[config.mk]
export PLATFORM = sky130hd
export DESIGN_NAME = multicycle_sequencer_flat
export DESIGN_NICKNAME = d
export VERILOG_FILES = /design/src/rtl/multicycle_sequencer_if.sv /design/src/rtl/multicycle_sequencer.sv /design/src/flat_wrapper.sv
export SDC_FILE = /design/constraint.sdc
export NUM_CORES = 1
export LEC_CHECK = 0
export ABC_AREA = 1
export CAP_MARGIN = 20
export CELL_PAD_IN_SITES_DETAIL_PLACEMENT = 0
export CELL_PAD_IN_SITES_GLOBAL_PLACEMENT = 2
export CORE_AREA = 2 2 64 66
export CTS_CLUSTER_DIAMETER = 100
export DETAILED_ROUTE_END_ITERATION = 12
export DIE_AREA = 0 0 66 68
export DONT_BUFFER_PORTS = 1
export MAX_ROUTING_LAYER = met4
export PLACE_DENSITY_LB_ADDON = 0.2
export REMOVE_ABC_BUFFERS = 1
export SYNTH_ARGS = -nofsm -noshare
export SYNTH_HDL_FRONTEND = slang
export SYNTH_SLANG_ARGS = --single-unit
[constraint.sdc]
create_clock -name clk -period 3 [get_ports clk]
set_clock_uncertainty 0.15 [all_clocks]
set_input_delay 0.3 -clock clk [delete_from_list [all_inputs] [get_ports clk]]
set_output_delay 0.3 -clock clk [all_outputs]
set_load 0.005 [all_outputs]
[src/rtl/multicycle_sequencer_if.sv]
`default_nettype none
// ============================================================================
// Module      : multicycle_sequencer_if
// Description : Memory handshake bundle between the KGP-miniRISC multi-cycle
//               sequencer (master) and the instruction/data memories (slave).
// Signals     : imem_req   - instruction fetch request     (master -> slave)
//               imem_ready - instruction word valid         (slave  -> master)
//               dmem_req   - data access request            (master -> slave)
//               dmem_ready - data load/store complete       (slave  -> master)
// Revision    : 1.0 - initial release
// ============================================================================
interface multicycle_sequencer_if;
    logic imem_req;
    logic imem_ready;
    logic dmem_req;
    logic dmem_ready;

    modport master (
        output imem_req,
        output dmem_req,
        input  imem_ready,
        input  dmem_ready
    );

    modport slave (
        input  imem_req,
        input  dmem_req,
        output imem_ready,
        output dmem_ready
    );
endinterface
`default_nettype wire

[src/rtl/multicycle_sequencer.sv]
`default_nettype none
// ============================================================================
// Module      : multicycle_sequencer
// Description : Multi-cycle instruction sequencer for the KGP-miniRISC core.
//               Walks each instruction through FETCH/DECODE/EXEC/MEM/WB and
//               gates the decoder's static controls per phase. Handles memory
//               ready handshakes with timeout, halt, NOP, illegal opcodes and
//               a run/park request.
// Parameters  : MEM_TIMEOUT - max wait cycles for a ready before bus fault
//                             (1..255)
//               CNT_W       - width of the retired-instruction counter
// Ports       : clk, reset  - clock, asynchronous active-high reset
//               run         - 1 = execute, 0 = park at instruction boundary
//               opcode      - IR[31:26], valid from DECODE onward
//               mem         - memory handshake interface (master modport)
//               ir_we       - latch instruction register (Mealy, FETCH)
//               pc_inc      - PC <= PC+4 (Mealy, FETCH)
//               pc_br_we    - branch-class PC update window (EXEC)
//               reg_we      - register file write strobe (WB)
//               illegal_op  - one-cycle pulse on undefined opcode (DECODE)
//               halted      - sticky, core stopped by halt
//               bus_fault   - sticky, memory timeout
//               retired     - retired-instruction count
// Options     : RETIRE_CNT_EN - when defined, builds the retired counter;
//                               otherwise retired is tied to 0.
// Revision    : 1.0 - initial release
// ============================================================================
module multicycle_sequencer #(
    parameter int MEM_TIMEOUT = 15,
    parameter int CNT_W       = 32
) (
    input  wire logic              clk,
    input  wire logic              reset,
    input  wire logic              run,
    input  wire logic [5:0]        opcode,
    multicycle_sequencer_if.master mem,
    output logic                   ir_we,
    output logic                   pc_inc,
    output logic                   pc_br_we,
    output logic                   reg_we,
    output logic                   illegal_op,
    output logic                   halted,
    output logic                   bus_fault,
    output logic [CNT_W-1:0]       retired
);

    typedef enum logic [2:0] {
        S_IDLE   = 3'd0,
        S_FETCH  = 3'd1,
        S_DECODE = 3'd2,
        S_EXEC   = 3'd3,
        S_MEM    = 3'd4,
        S_WB     = 3'd5,
        S_HALTED = 3'd6,
        S_FAULT  = 3'd7
    } state_t;

    // Wait count value at which one more non-ready cycle means timeout.
    localparam logic [7:0] C_WAIT_LAST = 8'(MEM_TIMEOUT - 1);

    state_t     r_state;
    state_t     w_next;
    logic [7:0] r_wait;
    logic       w_wait_last;
    logic       w_boundary;
    logic       w_retire;

    // Opcode class decode (combinational, used in DECODE)
    logic w_op_alu;
    logic w_op_lw;
    logic w_op_sw;
    logic w_op_br;
    logic w_op_bl;
    logic w_op_nop;
    logic w_op_halt;

    // Class captured in DECODE so later phases depend on registered state only
    logic r_is_alu;
    logic r_is_lw;
    logic r_is_sw;
    logic r_is_br;
    logic r_is_bl;

    assign w_op_alu  = (opcode <= 6'h05);
    assign w_op_lw   = (opcode == 6'h06);
    assign w_op_sw   = (opcode == 6'h07);
    assign w_op_br   = (opcode >= 6'h08) && (opcode <= 6'h0E);
    assign w_op_bl   = (opcode == 6'h0F);
    assign w_op_nop  = (opcode == 6'h3E);
    assign w_op_halt = (opcode == 6'h3F);

    assign w_wait_last = (r_wait == C_WAIT_LAST);

    // ------------------------------------------------------------------
    // State register and captured opcode class
    // ------------------------------------------------------------------
    always_ff @(posedge clk or posedge reset) begin
        if (reset) begin
            r_state  <= S_IDLE;
            r_is_alu <= 1'b0;
            r_is_lw  <= 1'b0;
            r_is_sw  <= 1'b0;
            r_is_br  <= 1'b0;
            r_is_bl  <= 1'b0;
        end else begin
            r_state <= w_next;
            if (r_state == S_DECODE) begin
                r_is_alu <= w_op_alu;
                r_is_lw  <= w_op_lw;
                r_is_sw  <= w_op_sw;
                r_is_br  <= w_op_br;
                r_is_bl  <= w_op_bl;
            end
        end
    end

    // ------------------------------------------------------------------
    // Wait counter: counts non-ready cycles in FETCH/MEM. It is zero in
    // every other state, so entering a wait state always starts from 0.
    // ------------------------------------------------------------------
    always_ff @(posedge clk or posedge reset) begin
        if (reset) begin
            r_wait <= '0;
        end else if ((r_state == S_FETCH && !mem.imem_ready) ||
                     (r_state == S_MEM   && !mem.dmem_ready)) begin
            r_wait <= r_wait + 8'd1;
        end else begin
            r_wait <= '0;
        end
    end

    // ------------------------------------------------------------------
    // Next state, Mealy strobes and retire detection
    // ------------------------------------------------------------------
    always_comb begin
        w_next     = r_state;
        ir_we      = 1'b0;
        pc_inc     = 1'b0;
        illegal_op = 1'b0;
        w_boundary = 1'b0;
        w_retire   = 1'b0;

        case (r_state)
            S_IDLE: begin
                if (run) begin
                    w_next = S_FETCH;
                end
            end
            S_FETCH: begin
                if (mem.imem_ready) begin
                    ir_we  = 1'b1;
                    pc_inc = 1'b1;
                    w_next = S_DECODE;
                end else if (w_wait_last) begin
                    w_next = S_FAULT;
                end
            end
            S_DECODE: begin
                if (w_op_alu || w_op_lw || w_op_sw || w_op_br || w_op_bl) begin
                    w_next = S_EXEC;
                end else if (w_op_halt) begin
                    w_next   = S_HALTED;
                    w_retire = 1'b1;
                end else begin
                    // NOP retires silently; anything else is undefined.
                    illegal_op = !w_op_nop;
                    w_boundary = 1'b1;
                end
            end
            S_EXEC: begin
                if (r_is_alu || r_is_bl) begin
                    w_next = S_WB;
                end else if (r_is_lw || r_is_sw) begin
                    w_next = S_MEM;
                end else begin
                    w_boundary = 1'b1;
                end
            end
            S_MEM: begin
                if (mem.dmem_ready) begin
                    if (r_is_lw) begin
                        w_next = S_WB;
                    end else begin
                        w_boundary = 1'b1;
                    end
                end else if (w_wait_last) begin
                    w_next = S_FAULT;
                end
            end
            S_WB: begin
                w_boundary = 1'b1;
            end
            S_HALTED: begin
                w_next = S_HALTED;
            end
            S_FAULT: begin
                w_next = S_FAULT;
            end
            default: begin
                w_next = S_IDLE;
            end
        endcase

        // Instruction boundary: continue or park depending on run.
        if (w_boundary) begin
            w_next   = run ? S_FETCH : S_IDLE;
            w_retire = 1'b1;
        end
    end

    // ------------------------------------------------------------------
    // Moore outputs decoded from the registered state
    // ------------------------------------------------------------------
    assign mem.imem_req = (r_state == S_FETCH);
    assign mem.dmem_req = (r_state == S_MEM);
    assign pc_br_we     = (r_state == S_EXEC) && (r_is_br || r_is_bl);
    assign reg_we       = (r_state == S_WB);
    assign halted       = (r_state == S_HALTED);
    assign bus_fault    = (r_state == S_FAULT);

    // ------------------------------------------------------------------
    // Retired-instruction counter
    // ------------------------------------------------------------------
`ifdef RETIRE_CNT_EN
    logic [CNT_W-1:0] r_retired;

    always_ff @(posedge clk or posedge reset) begin
        if (reset) begin
            r_retired <= '0;
        end else if (w_retire) begin
            r_retired <= r_retired + CNT_W'(1);
        end
    end

    assign retired = r_retired;
`else
    logic w_unused_retire;

    assign w_unused_retire = w_retire;
    assign retired         = '0;
`endif

endmodule
`default_nettype wire

[src/flat_wrapper.sv]
// flat-port wrapper written by rule: the top's interface ports become plain ports
module multicycle_sequencer_flat 
#(
    parameter int MEM_TIMEOUT = 15,
    parameter int CNT_W       = 32
)
  (clk, reset, run, opcode, ir_we, pc_inc, pc_br_we, reg_we, illegal_op, halted, bus_fault, retired, mem_imem_req, mem_dmem_req, mem_imem_ready, mem_dmem_ready);
  multicycle_sequencer_if mem_i ();
  input  wire logic clk;
  input  wire logic reset;
  input  wire logic run;
  input  wire logic [5:0] opcode;
  output logic ir_we;
  output logic pc_inc;
  output logic pc_br_we;
  output logic reg_we;
  output logic illegal_op;
  output logic halted;
  output logic bus_fault;
  output logic [CNT_W-1:0] retired;
  output wire logic [$bits(mem_i.imem_req)-1:0] mem_imem_req;
  output wire logic [$bits(mem_i.dmem_req)-1:0] mem_dmem_req;
  input wire logic [$bits(mem_i.imem_ready)-1:0] mem_imem_ready;
  input wire logic [$bits(mem_i.dmem_ready)-1:0] mem_dmem_ready;
  assign mem_imem_req = mem_i.imem_req;
  assign mem_dmem_req = mem_i.dmem_req;
  assign mem_i.imem_ready = mem_imem_ready;
  assign mem_i.dmem_ready = mem_dmem_ready;
  multicycle_sequencer #(.MEM_TIMEOUT(MEM_TIMEOUT), .CNT_W(CNT_W)) u_core (.clk(clk), .reset(reset), .run(run), .opcode(opcode), .mem(mem_i), .ir_we(ir_we), .pc_inc(pc_inc), .pc_br_we(pc_br_we), .reg_we(reg_we), .illegal_op(illegal_op), .halted(halted), .bus_fault(bus_fault), .retired(retired));
endmodule
Word-level counts from Yosys, hierarchy flattened
Index checks and enable logic that the tools add are counted.
Storage, ports and cells
  bits in latches: 0
  memory bits (read-only): 0
  word-level logic and storage cells: 71
  bits in registers: 16
  memories: 0
  input bits: 11
  RAM bits: 0
Operators by class
  bitwise logic cells: 0
  shifts and indexed selects: 0
  equal/unequal tests: 17
  multipliers: 0
  div/mod/pow operators: 0
  muxes and demuxes: 25
  magnitude comparators: 3
  add/subtract/negate cells: 1
  reductions and logical operators: 18
Operator list (count)
  $mux W3: 10
  $pmux W3 S7: 1
  $eq A3 B3 Y1 const B: 4
  $eq A6 B3 Y1 const B: 2
  $eq A6 B6 Y1 const B: 2
  $mux W1: 12
  $add A8 B1 Y8 const B: 1
  $eq A8 B4 Y1 const B: 1
  $logic_or A1 B1 Y1: 8
  $mux W8: 1
  $ne A4 B2 Y1 const B: 2
  $reduce_bool A8 Y1: 1
  $eq A3 B2 Y1 const B: 2
  $eq A6 B4 Y1 const B: 1
  $ge A6 B4 Y1 const B: 1
  $le A6 B3 Y1 const B: 1
  $le A6 B4 Y1 const B: 1
  $reduce_and A5 Y1: 1
  $logic_and A1 B1 Y1: 4
  $ne A4 B1 Y1 const B: 1
  $pmux W1 S4: 1
  $eq A3 B1 Y1 const B: 1
  $logic_not A1 Y1: 3
  $logic_not A3 Y1: 1
  $ne A3 B2 Y1 const B: 1

Longest topological paths before layout
  word-level depth: 9
  gate-level depth with buffers: 9

Least setup slack after synthesis
OpenSTA, ideal clock, no wires.
  kind: register -> output
  start point: reg u_core.r_state[1]
  end point: out pc_inc
  cell stages (with the launch flop): 7
  data arrival time: 1.093 ns
  slack: 1.457 ns
  buffers on the path: 1
  cells stage by stage: dfrtp_1 > inv_2 > nand2_4 > nor2_2 > inv_1 > nor2_1 > buf_4
On the way
  longest elaborated chain between the ends: 2
RTL lines
  start: declaration: RTL line multicycle_sequencer.sv:61  | state_t r_state;
  start signal: assignment: RTL line multicycle_sequencer.sv:106  | r_state <= w_next;
  $eq A3 B1 Y1
  via mem_imem_req: RTL line flat_wrapper.sv:21  | output wire logic [$bits(mem_i.imem_req)-1:0] mem_imem_req;
  $mux W1: RTL line multicycle_sequencer.sv:143  | case (r_state)
  end: declaration: RTL line flat_wrapper.sv:14  | output logic pc_inc;
The timed path passes the listed nets, and every way through them passes these cells.

Final worst setup path
  start point: reg u_core.r_state[1]
  end point: out ir_we
On the way
  longest elaborated chain between the ends: 2
RTL lines
  $eq A3 B1 Y1
  via mem_imem_req: RTL line flat_wrapper.sv:21
  $mux W1: RTL line multicycle_sequencer.sv:143
  end: declaration: RTL line flat_wrapper.sv:13  | output logic ir_we;
The timed path passes the listed nets, and every way through them passes these cells.

==> metrics.md <==
| Metric | Value |
|---|---|
| Outcome | finished, final reports clean |
| Per-cell via count in the routed design | 4.28 |
| Detailed-route DRC error count | 0 |
| Area of the mapped netlist | 1270 um2 |
| Total Nets Final | 190 |
| Min Hold Slack | 17.3 ps |
| Switching Fraction | 0.433 |
| Final setup vio count | 0 |
| WL/cell | 10.5 um |
| Rel. slew slack | 0.562 |
| Critical Path End Type | output pin |
| Half-perimeter wire length after placement | 1870 um |
| Area share of the largest cell type after synthesis | 0.314 |
| Worst-path cell chain | inv_2 -> nand2_4 -> nor2_2 -> inv_1 -> nor2_1 |
| Post-Syn Area per Cell | 7.32 um2 |
| Overall die width | 66 um |
| Count of input and output buffers | 0 |
| Fraction of power consumed by sequential logic | 0.370 |
| Clock network fraction of total power | 0.205 |
| Worst-Margin Slew | 656 ps |
| Number of cells on the worst reg-to-reg path | 7 |
| Count of mapped cells out of synthesis | 174 |
| Period minus WS final | 1850 ps |
| Total iterations of the first detailed-routing run | 4 |
| Launching element of the worst setup path | u_core.r_state[1]$_DFFE_PP0P_ |
| Number of warnings printed during yosys synthesis | 0 |
| Max clock buf depth | 2 |
| Largest net degree at the start of global routing | 17 |
| Worst setup path end | ir_we |
| Resized Gates After CTS | 0 |
| Area contributors post-synth | sky130_fd_sc_hd__dfrtp_1 31%, sky130_fd_sc_hd__buf_4 20%, sky130_fd_sc_hd__nand2_1 8.3% |
| Top Family by Delay on Critical Path | flip-flops |
| Cell type with the highest aggregate area in the netlist | sky130_fd_sc_hd__dfrtp_1 |
| Unrepaired setup endpoints after global routing | no |
| Max rail drop VDD | 213 uV |
| Static leakage | 0.661 nW |
| TritonCTS clock tree | built |
| Switching power summed over all nets | 410 uW |
| Start of the worst register-to-register path | u_core.r_wait[0]$_DFF_PP0_ |
| R2r endpoint | u_core.r_state[2]$_DFFE_PP0P_ |
| Vert. Die Dim | 68 um |
| Routability Congestion | 0.813 |
| Sum of routed wire length over all layers | 2370 um |
| Logic pwr share | 0.425 |
| Ant diodes | 0 |
| Number of logic stages on the critical path including buffering | 5 |
| Synth cell types | 29 |
| Floorplan row count | 23 |
| Share of the clock period used by the worst path | 0.617 |
| Worst skew pair latency | 250 ps |
| Clk Tree Root Cell | sky130_fd_sc_hd__clkbuf_8 |
| Top-level port count | 52 |
| Via count | 967 |
| Setup CP Type | flip-flop to output pin |
| Antenna viol nets, final | 0 |
| Post-CTS setup buffer count | 0 |
| Number of pins with negative max-slew slack in the final report | 0 |
| Worst Path Buf+Inv | 2 |
| Layout fillers | 437 |
| Sequential element share of the synthesized area | 0.314 |
| #FFs+latches synth | 16 |
| Ratio of cells with drive above 1 in the final layout | 0.125 |
| Critical path data arrival time | 1400 ps |
| Required time of the critical path | 2550 ps |
| Clock-pin slew on the worst setup and hold paths | 60 ps |
| Delay of the slowest critical-path stage | 460 ps |
| Number of maximum-capacitance violations | 0 |
| Initial antenna violation count | 0 |
| Total Negative Setup Slacks | 0 ps |
| Number of buffers created by CTS | 3 |
| Core ar. | 3860 um2 |
| Vias in the first global route | 891 |
| All-Layer GR Usage | 0.117 |
| Startpoint type of the worst setup path | flip-flop |
| Starting DRT DRC Count | 56 |
| Peak clock frequency supported by timing | 0.540 GHz |
| H-tree depth reported by CTS | 1 |
| Hold violation count in the final report | 0 |
| Power density of the placed cells | 751 nW/um2 |
| Number of clock sinks seen by CTS | 16 |
| Starting density of the core | 0.330 |
| Design internal power | 538 uW |
| Layout Area Growth over Synthesis | -0.982% |
| Largest driver fanout on the critical path | 7 |
| Die ar. | 4490 um2 |
| First-pass GRT wire length | 3860 um |
| Worst Hold Depth | 1 |
| R2R setup slack | 1440 ps |
| Min-delay worst type | input port to flip-flop |
| Grt ovf | 0 |
| Slowest stage cell, crit path | sky130_fd_sc_hd__dfrtp_1 |
[power groups by stage]
| stage | logic, mW | clock network (mW) | registers [mW] |
|---|---|---|---|
| 6_report | 0.402 | 0.195 | 0.350 |
| 2_1_floorplan | 0.329 | 0 | 0.341 |
| 4_1_cts | 0.408 | 0.205 | 0.350 |
| 5_1_grt | 0.468 | 0.213 | 0.361 |
| 3_5_place_dp | 0.404 | 0 | 0.354 |
| 3_3_place_gp | 0.410 | 0 | 0.352 |
[per-layer routing]
| layer | vias up | wire length [um] | track usage |
|---|---|---|---|
| li1 | 485 | - | - |
| met1 | 435 | 1080 | 0.132 |
| met2 | 42 | 1070 | 0.202 |
| met3 | 5 | 174 | 0.0197 |
| met4 | 0 | 46 | 0.0612 |
| met5 | - | 0 | - |
[flip-flops by register name, summed over array words and instances (netlist names)]
name and flops:
u_core.r_wait 8, u_core.r_is_sw 1, u_core.r_is_bl 1, u_core.r_is_lw 1, u_core.r_is_br 1, u_core.r_is_alu 1, u_core.r_state 3
[placed cells by master (no fill, tap or decap), drive strengths merged]
cell,n
a21oi,5
a311oi,1
clkbuf,4
conb,32
dfrtp,16
dlygate4sd3,2
ha,2
inv,22
nand2,33
nand3,10
nand3b,1
nand4,1
nor2,30
nor3,2
o21a,1
o21ai,8
o22ai,1
o31ai,1
o32ai,2
or2,2
[synth_stat cells (all sizes together)]
library cell,count
buf,35
nand2,33
nor2,30
inv,22
dfrtp,16
nand3,10
o21ai,8
a21oi,5
ha,2
nor3,2
o32ai,2
or2,2
a311oi,1
conb,1
nand3b,1
nand4,1
o21a,1
o22ai,1
o31ai,1
[metrics by stage]
stage	power, mW	worst slack (ps)	cells	utilization	cell area (um2)
final	0.947	1150	226	0.327	1260
after global routing	1.04	995	226	0.327	1260
after CTS	0.962	1110	226	0.327	1260
after detailed placement	0.758	1400	220	0.308	1190
after floorplan	0.670	1550	170	-	1120
after global placement	0.762	1440	220	0.308	1190
[worst register-to-register path: cells and delay by family (launching register included)]
family                     cells  cell delay, ps
buffers and inverters          1              70
and+or+nand+nor                4             620
AOI/OAI and AO/OA              1             110
adders and majority gates      1             140
DFF                            1             410
[cells by family (layout without fill, tap and decap cells)]
family	count (synthesis)	after routing	share of synthesized area
AND/OR/NAND/NOR	79	79	0.289
buffers and inverters	57	28	0.274
AO/OA/AOI/OAI	19	19	0.100
flip-flops	16	16	0.314
adder cells (fa/ha/maj)	2	2	0.0196
other	1	32	0.00294
[timing repair]
| action | CTS | global route |
|---|---|---|
| endpoints found under the setup margin | 0 | 0 |
| hold endpoints to repair | 17 | 0 |
| hold buffers | 2 | 0 |
[cell type report]
type | instances | area, um2 | share of cell area
Multi-Input combinational cell | 132 | 641 | 0.508
Sequential cell | 16 | 400 | 0.317
Inverter | 22 | 82.6 | 0.0655
Tap cell | 50 | 62.6 | 0.0496
Clock buffer | 4 | 55.1 | 0.0437
Timing Repair Buffer | 2 | 20.0 | 0.0159
[worst min-delay path by stage]
stage                          from                           to
after floorplan               reset  u_core.r_is_alu$_DFFE_PP0P_
after global placement        reset   u_core.r_wait[0]$_DFF_PP0_
after detailed placement      reset   u_core.r_wait[1]$_DFF_PP0_
after CTS                 opcode[3]  u_core.r_is_alu$_DFFE_PP0P_
after global routing      opcode[3]  u_core.r_is_alu$_DFFE_PP0P_
final                     opcode[3]  u_core.r_is_alu$_DFFE_PP0P_
Note: power is estimated with default switching activity, not from simulation.
